--- src/rtl/shift_reg_ctrl.sv ---
// Purpose: WIDTH-bit multi-mode register (hold/load/shift/rotate/clear) with an N-step shift sequencer.
// Latency: direct ops take effect at the next enabled edge; a sequence of N steps finishes at its Nth enabled edge, DONE follows.
// Backpressure: none; EN=0 freezes Q, the step counter and the FSM, and stretches a running sequence.
//
// Ports:
//   CLK, RESET          clock (rising edge), asynchronous active-high reset
//   EN                  clock enable for all state except DONE, which always clears after one cycle
//   MODE[2:0]           op select (HOLD, LOAD, SHL, SHR, ROL, ROR, ASR, CLEAR)
//   D                   parallel load data
//   SIN_LSB / SIN_MSB   serial inputs for SHL / SHR, sampled live on every step
//   START, SHAMT        launch an N=SHAMT step sequence of MODE from IDLE
//   Q                   register contents; SOUT_MSB / SOUT_LSB are its end bits
//   BUSY                sequencer is in SHIFT
//   DONE                one-cycle pulse after the last step (or after an N=0 request)
module shift_reg_ctrl #(
    parameter int               WIDTH     = 8,
    parameter int               SHAMT_W   = 4,
    parameter logic [WIDTH-1:0] RESET_VAL = '0
) (
    input  logic               CLK,
    input  logic               RESET,
    input  logic               EN,
    input  logic [2:0]         MODE,
    input  logic [WIDTH-1:0]   D,
    input  logic               SIN_LSB,
    input  logic               SIN_MSB,
    input  logic               START,
    input  logic [SHAMT_W-1:0] SHAMT,
    output logic [WIDTH-1:0]   Q,
    output logic               SOUT_MSB,
    output logic               SOUT_LSB,
    output logic               BUSY,
    output logic               DONE
);

    localparam logic [2:0] OP_HOLD  = 3'b000;
    localparam logic [2:0] OP_LOAD  = 3'b001;
    localparam logic [2:0] OP_SHL   = 3'b010;
    localparam logic [2:0] OP_SHR   = 3'b011;
    localparam logic [2:0] OP_ROL   = 3'b100;
    localparam logic [2:0] OP_ROR   = 3'b101;
    localparam logic [2:0] OP_ASR   = 3'b110;
    localparam logic [2:0] OP_CLEAR = 3'b111;

    typedef enum logic {
        ST_IDLE  = 1'b0,
        ST_SHIFT = 1'b1
    } state_t;

    state_t             state_q, state_n;
    logic [SHAMT_W-1:0] cnt_q, cnt_n;
    logic [2:0]         op_q, op_n;
    logic [WIDTH-1:0]   q_q, q_n;
    logic               done_q, done_n;

    function automatic logic [WIDTH-1:0] apply_op(
        input logic [2:0]       op,
        input logic [WIDTH-1:0] q,
        input logic [WIDTH-1:0] d,
        input logic             sin_lsb,
        input logic             sin_msb
    );
        logic [WIDTH-1:0] r;
        case (op)
            OP_HOLD:  r = q;
            OP_LOAD:  r = d;
            OP_SHL:   r = {q[WIDTH-2:0], sin_lsb};
            OP_SHR:   r = {sin_msb, q[WIDTH-1:1]};
            OP_ROL:   r = {q[WIDTH-2:0], q[WIDTH-1]};
            OP_ROR:   r = {q[0], q[WIDTH-1:1]};
            OP_ASR:   r = {q[WIDTH-1], q[WIDTH-1:1]};
            OP_CLEAR: r = RESET_VAL;
            default:  r = q;
        endcase
        return r;
    endfunction

    // State register: FSM plus datapath registers.
    always_ff @(posedge CLK or posedge RESET) begin
        if (RESET) begin
            state_q <= ST_IDLE;
            cnt_q   <= '0;
            op_q    <= OP_HOLD;
            q_q     <= RESET_VAL;
            done_q  <= 1'b0;
        end else begin
            state_q <= state_n;
            cnt_q   <= cnt_n;
            op_q    <= op_n;
            q_q     <= q_n;
            done_q  <= done_n;
        end
    end

    // Next-state logic. DONE defaults low regardless of EN so the pulse is
    // never stretched by a stall.
    always_comb begin
        state_n = state_q;
        cnt_n   = cnt_q;
        op_n    = op_q;
        q_n     = q_q;
        done_n  = 1'b0;
        if (EN) begin
            case (state_q)
                ST_IDLE: begin
                    if (START) begin
                        op_n = MODE;
                        if (SHAMT == '0) begin
                            done_n = 1'b1;
                        end else begin
                            // First step happens on the accepting edge itself.
                            q_n   = apply_op(MODE, q_q, D, SIN_LSB, SIN_MSB);
                            cnt_n = SHAMT - 1'b1;
                            if (SHAMT == SHAMT_W'(1)) begin
                                done_n = 1'b1;
                            end else begin
                                state_n = ST_SHIFT;
                            end
                        end
                    end else begin
                        q_n = apply_op(MODE, q_q, D, SIN_LSB, SIN_MSB);
                    end
                end
                ST_SHIFT: begin
                    // MODE/START/D/SHAMT are ignored here; serial inputs stay live.
                    q_n   = apply_op(op_q, q_q, D, SIN_LSB, SIN_MSB);
                    cnt_n = cnt_q - 1'b1;
                    if (cnt_q == SHAMT_W'(1)) begin
                        state_n = ST_IDLE;
                        done_n  = 1'b1;
                    end
                end
                default: state_n = ST_IDLE;
            endcase
        end
    end

    // Output logic.
    always_comb begin
        Q        = q_q;
        SOUT_MSB = q_q[WIDTH-1];
        SOUT_LSB = q_q[0];
        BUSY     = (state_q == ST_SHIFT);
        DONE     = done_q;
    end

endmodule

--- config.mk ---
export PLATFORM = sky130hd
export DESIGN_NAME = shift_reg_ctrl
export DESIGN_NICKNAME = d
export VERILOG_FILES = /design/src/rtl/shift_reg_ctrl.sv
export SDC_FILE = /design/constraint.sdc
export NUM_CORES = 1
export LEC_CHECK = 0
export ABC_AREA = 1
export BUFFER_PORTS_ARGS = -buffer_cell sky130_fd_sc_hd__buf_2
export CAP_MARGIN = 20
export CORE_ASPECT_RATIO = 0.5
export CORE_UTILIZATION = 45
export CTS_BUF_LIST = sky130_fd_sc_hd__clkbuf_4 sky130_fd_sc_hd__clkbuf_8
export DETAILED_ROUTE_END_ITERATION = 16
export GPL_TIMING_DRIVEN = 0
export HOLD_SLACK_MARGIN = 0.06
export PLACE_DENSITY = 0.7
export SETUP_SLACK_MARGIN = 0.5
export SLEW_MARGIN = 15
export SYNTH_ARGS = -nofsm -noshare
export SYNTH_HDL_FRONTEND = slang
export SYNTH_SLANG_ARGS = --single-unit
--- constraint.sdc ---
create_clock -name CLK -period 3 [get_ports CLK]
set_clock_uncertainty 0.15 [all_clocks]
set_input_delay 0.15 -clock CLK [delete_from_list [all_inputs] [get_ports CLK]]
set_output_delay 0.15 -clock CLK [all_outputs]
set_load 0.02 [all_outputs]
# [After elaboration in Yosys (flattened, before gate mapping)]
# Index checks and enable logic that the tools add are counted.
[totals] latchBits=0 romBits=0 word_cells=56 ramBits=0 n_memories=0 reg_bits=17
[classes] mux=19 n_lt_le_gt_ge=0 bitwise=1 shift=0 multipliers=0 reduce_logical=7 add_sub_neg=2 n_eq_ne=21 div=0
[ops] operator="case mux 8 bit (8 select lines)" n=1
[ops] operator="case mux 8 bit (7 select lines)" n=1
[ops] operator="equality test 3 bit, second input constant" n=8
[ops] operator="2-to-1 mux 8 bit" n=2
[ops] operator="case mux 8 bit (2 select lines)" n=1
[ops] operator="equality test 3 x 2 -> 1 bit, second input constant" n=4
[ops] operator="2-to-1 mux 1 bit" n=9
[ops] operator="AND reduction 3 bit" n=3
[ops] operator="equality test 4 x 1 -> 1 bit, second input constant" n=2
[ops] operator="2-to-1 mux 4 bit" n=2
[ops] operator="inequality test 2 bit, second input constant" n=4
[ops] operator="case mux 4 bit (2 select lines)" n=1
[ops] operator="subtractor 4 x 1 -> 4 bit, second input constant" n=2
[ops] operator="equality test 3 x 1 -> 1 bit, second input constant" n=2
[ops] operator="logical NOT 3 bit" n=2
[ops] operator="logical NOT 4 bit" n=1
[ops] operator="case mux 1 bit (2 select lines)" n=2
[ops] operator="AND reduction 4 bit" n=1
[ops] operator="inequality test 3 bit, second input constant" n=1
[ops] operator="NOT 1 bit" n=1

# [Logic depth before layout (Yosys ltp)]
[depth] word_depth=6 ltp_mapped=11 mapped_depth_nobuf=10

# [Worst setup path after synthesis]
# No wires, ideal clock.
[synth_timing] path_type="flip-flop to flip-flop" startpoint="register state_q, in the netlist BUSY" endpoint="register op_q[0]" setup_slack_ns=1.528 synth_period_minus_slack_ns=1.472 arrival_ns=1.179 path_stages_with_launch=4 path_cell_list="dfrtp_1 -> buf_2 -> nor3_1 -> o21ai_0"
[synth_between] elab_chain_cells=2
[synth_lines] item="start: declaration" line="50" rtl="state_t state_q, state_n;"
[synth_lines] item="start signal: assignment" line="87" rtl="state_q <= state_n;"
[synth_lines] item="NOT 1 bit (no source line)"
[synth_lines] item="AND reduction 3 bit (no source line)"
[synth_lines] item="end signal: assignment" line="89" rtl="op_q <= op_n;"
[synth_lines] item="end: declaration" line="52" rtl="logic [2:0] op_q, op_n;"
# No other way between the ends.
# A chain may end at the register's enable or synchronous reset.

# [Worst setup path after layout]
[layout_timing] startpoint="input port MODE[1]" endpoint="register q_q[5], in the netlist Q[5]"
[layout_between] elab_chain_cells=5
[layout_lines] item="start: declaration" line="23" rtl="input logic [2:0] MODE,"
[layout_lines] item="equality test 3 bit, or another cell as far along" line="64" rtl="case (op)"
[layout_lines] item="case mux 8 bit (8 select lines) *" line="64"
[layout_lines] item="2-to-1 mux 8 bit" line="108" rtl="if (SHAMT == '0) begin"
[layout_lines] item="2-to-1 mux 8 bit *" line="106" rtl="if (START) begin"
[layout_lines] item="case mux 8 bit (2 select lines) *" line="104" rtl="case (state_q)"
[layout_lines] item="end signal: assignment" line="90" rtl="q_q <= q_n;"
[layout_lines] item="end: declaration" line="53" rtl="logic [WIDTH-1:0] q_q, q_n;"
# Every way passes the cells marked *; elsewhere a longest branch is shown, timed or not. The select of a mux whose other input is x is not followed.

==> out/metrics.csv <==
stage;metric;value;unit
detailed_routing;vias;1735;
timing;period_minus_slack;1.83;ns
grt;grt_start_max_net_pins;18;
clock_network;clk_pin_slew;0.07;ns
grt;grt_usage;24.2;%
die;die_w;86.0;microns
detailed_routing;drt_iter0_drc;125;
worst_setup_path;critPathMostFrequentCell;nand2_1;
final_layout;fin_nets;324;
worst_setup_path;crit_type;in -> reg;
worst_setup_path;start_kind;input pin;
pwr;ir_drop;371;uV
run_status;status;complete, no violations;
timing;fin_setup_tns;0;ns
clock_network;clockRootBuffer;clkbuf_8;
timing;slew_headroom;54.3;%
yosys;yosysUniqueCellTypes;27;
die;rows;14;
hold_path;hold_path_class;in -> reg;
timing;fmax;0.545;GHz
worst_setup_path;r2r_cells;7;
die;die-area;0.00378;sq mm
clock_network;post_cts_buffers;0;
clock_network;clock_sinks;17;
clock_network;htreeDepth;1;
final_layout;final_common_cell;nand2_1;
detailed_routing;dr.pass1.iters;4;
pwr;p_per_area;931;mW/mm^2
worst_setup_path;crit_chain;dlygate4sd3_1 -> buf_2 -> nor2_4 -> nand3_1 -> nand4_2 -> inv_2 -> nand2_1 -> nand2_1;
die;io_pins;33;
placement;io_buffers;31;
timing;grt_setup_unrepaired;no;
flow_run;drv_cap;0;
placement;gp_congestion;0.841;
yosys;synth.avg_cell_area;6.18;sq um
worst_setup_path;rrSetupSlack;1.29;ns
clock_network;cts_made_buffers;3;
grt;grt_first_pass_wirelength;7040;microns
worst_setup_path;critPathMaxFanout;10;
worst_setup_path;timing.rr.end;Q[5];
die;initial_core_util;50.1;%
grt;antenna_found_initial;0;
final_layout;final_layout_size_suffix_gt1_share;17.8;%
yosys;syn_nets;283;
final_layout;n_antenna_cell;0;
detailed_routing;wirelength;4260;microns
worst_setup_path;r2r-start;op_q[1];
timing;slew_violations;0;
worst_setup_path;slowest_delay;0.53;ns
final_layout;area_growth;19.6;%
worst_setup_path;crit_start;MODE[1];
final_layout;layout_common_cells;nand2_1 (89), nand3_1 (35), buf_2 (32);
worst_setup_path;cp.arrival;1.84;ns
grt;grt_pass1_vias;1476;
pwr;power.total;1.77;mW
clock_network;cts_buffer_depth;2;
timing;period_share;61.1;%
detailed_routing;ant_nets;0;
clock_network;cts_tree;yes;
yosys;yosysSeqAreaShare;26.8;%
clock_network;post_cts_resized;0;
placement;dp_hpwl;3090;microns
timing;finalSetupViolations;0;
detailed_routing;wl_per_cell;12.3;microns
worst_setup_path;worstSetupEndpointType;register;
clock_network;clk_latency;0.26;ns
pwr;power.leakage;1.08;nW
detailed_routing;remaining_drc_errors;0;
worst_setup_path;cp-endpoint;Q[5];
clock_network;hold_buffers;5;
detailed_routing;via_per_inst;5.03;
timing;hold_viol;0;
final_layout;final_util;59.9;%
die;die_height;44;microns
die;core-area;0.00317;sq mm
yosys;synth_area;0.00159;sq mm
grt;grt_overflow;0;
yosys;ys_seq_elements;17;
worst_setup_path;cp.required;3.01;ns
yosys;synthCells;257;
yosys;yosys_warnings;0;
worst_setup_path;critPathSlowestCell;dlygate4sd3_1;
timing;tightest_slew;0.685;ns
final cells by class:
| class | instances | area, sq um |
|---|---|---|
| fillers | 315 | 1270 |
| multi-input cells | 198 | 958 |
| flip-flops and latches | 17 | 425 |
| repair buffers | 36 | 205 |
| inverters | 33 | 129 |
| plain buffers | 9 | 75.1 |
| well taps | 48 | 60.1 |
| clock buffers | 3 | 41.3 |
| clock inverters | 1 | 5.00 |
where the power goes:
part | leakage [nW] | switching (mW) | internal (mW)
registers | 0.208 | 0.130 | 0.338
clock network | 0.0255 | 0.0895 | 0.0926
logic | 0.846 | 0.711 | 0.407
total | 1.08 | 0.930 | 0.838
worst max-delay path: cells and delay by family:
kind / cells / cell delay, ns
and+or+nand+nor: 5 / 0.86
buffers and inverters: 3 / 0.83
cells in the mapped netlist (all sizes together):
cell type | n | area share [%]
a21oi | 18 | 5.7
xnor2 | 1 | 0.55
o21ai | 16 | 5.0
ha | 5 | 3.9
and3 | 1 | 0.39
nand4 | 7 | 3.2
nand2 | 93 | 24
nand3 | 35 | 11
xor2 | 1 | 0.55
nor2 | 18 | 5.2
nor3 | 1 | 0.31
dfrtp | 17 | 27
inv | 33 | 8.1
clkbuf | 2 | 1.1
a21boi | 1 | 0.47
o211ai | 1 | 0.47
buf | 7 | 3.6
flip-flops by register name, summed over array words and instances (netlist names):
signal / count
BUSY: 1
cnt_q: 4
Q: 8
op_q: 3
DONE: 1
stage by stage:
| step | hold WS, ns | setup WS [ns] | cells | cell area [sq um] |
|---|---|---|---|---|
| 4_1_cts | 0.108 | 1.17 | 345 | 1900 |
| 5_1_grt | 0.170 | 1.05 | 345 | 1900 |
| 6_report | 0.0985 | 1.17 | 345 | 1900 |
| 3_5_place_dp | 0.142 | 1.30 | 336 | 1800 |
| 2_1_floorplan | -0.0739 | 1.53 | 257 | 1590 |
| 3_3_place_gp | 0.129 | 1.33 | 336 | 1800 |
cell families after synthesis:
family          count (synthesis)  share of synthesized area, %
simple gates                  155                          43.7
compound gates                 36                          11.7
buf+inv                        42                          12.8
xor+xnor                        2                          1.10
fa+ha+maj                       5                          3.94
flops                          17                          26.8
metal layers:
layer	routed length [microns]	vias up	track usage (%)
met5	0	-	0
met4	10	0	4.00
met3	327	3	5.33
met2	1830	57	37.9
met1	2090	769	34.9
li1	-	906	-
worst min path at each step:
stage / slack [ns] / start / to / cells after the start
floorplan: -0.07 / RESET / BUSY / 1
global placement: 0.13 / RESET / cnt_q[3] / 2
detailed placement: 0.14 / RESET / cnt_q[1] / 2
CTS: 0.11 / SHAMT[0] / cnt_q[0] / 4
global route: 0.17 / SHAMT[0] / cnt_q[0] / 4
finish: 0.1 / SHAMT[0] / cnt_q[0] / 4
Power figures use the tool's default switching activity.
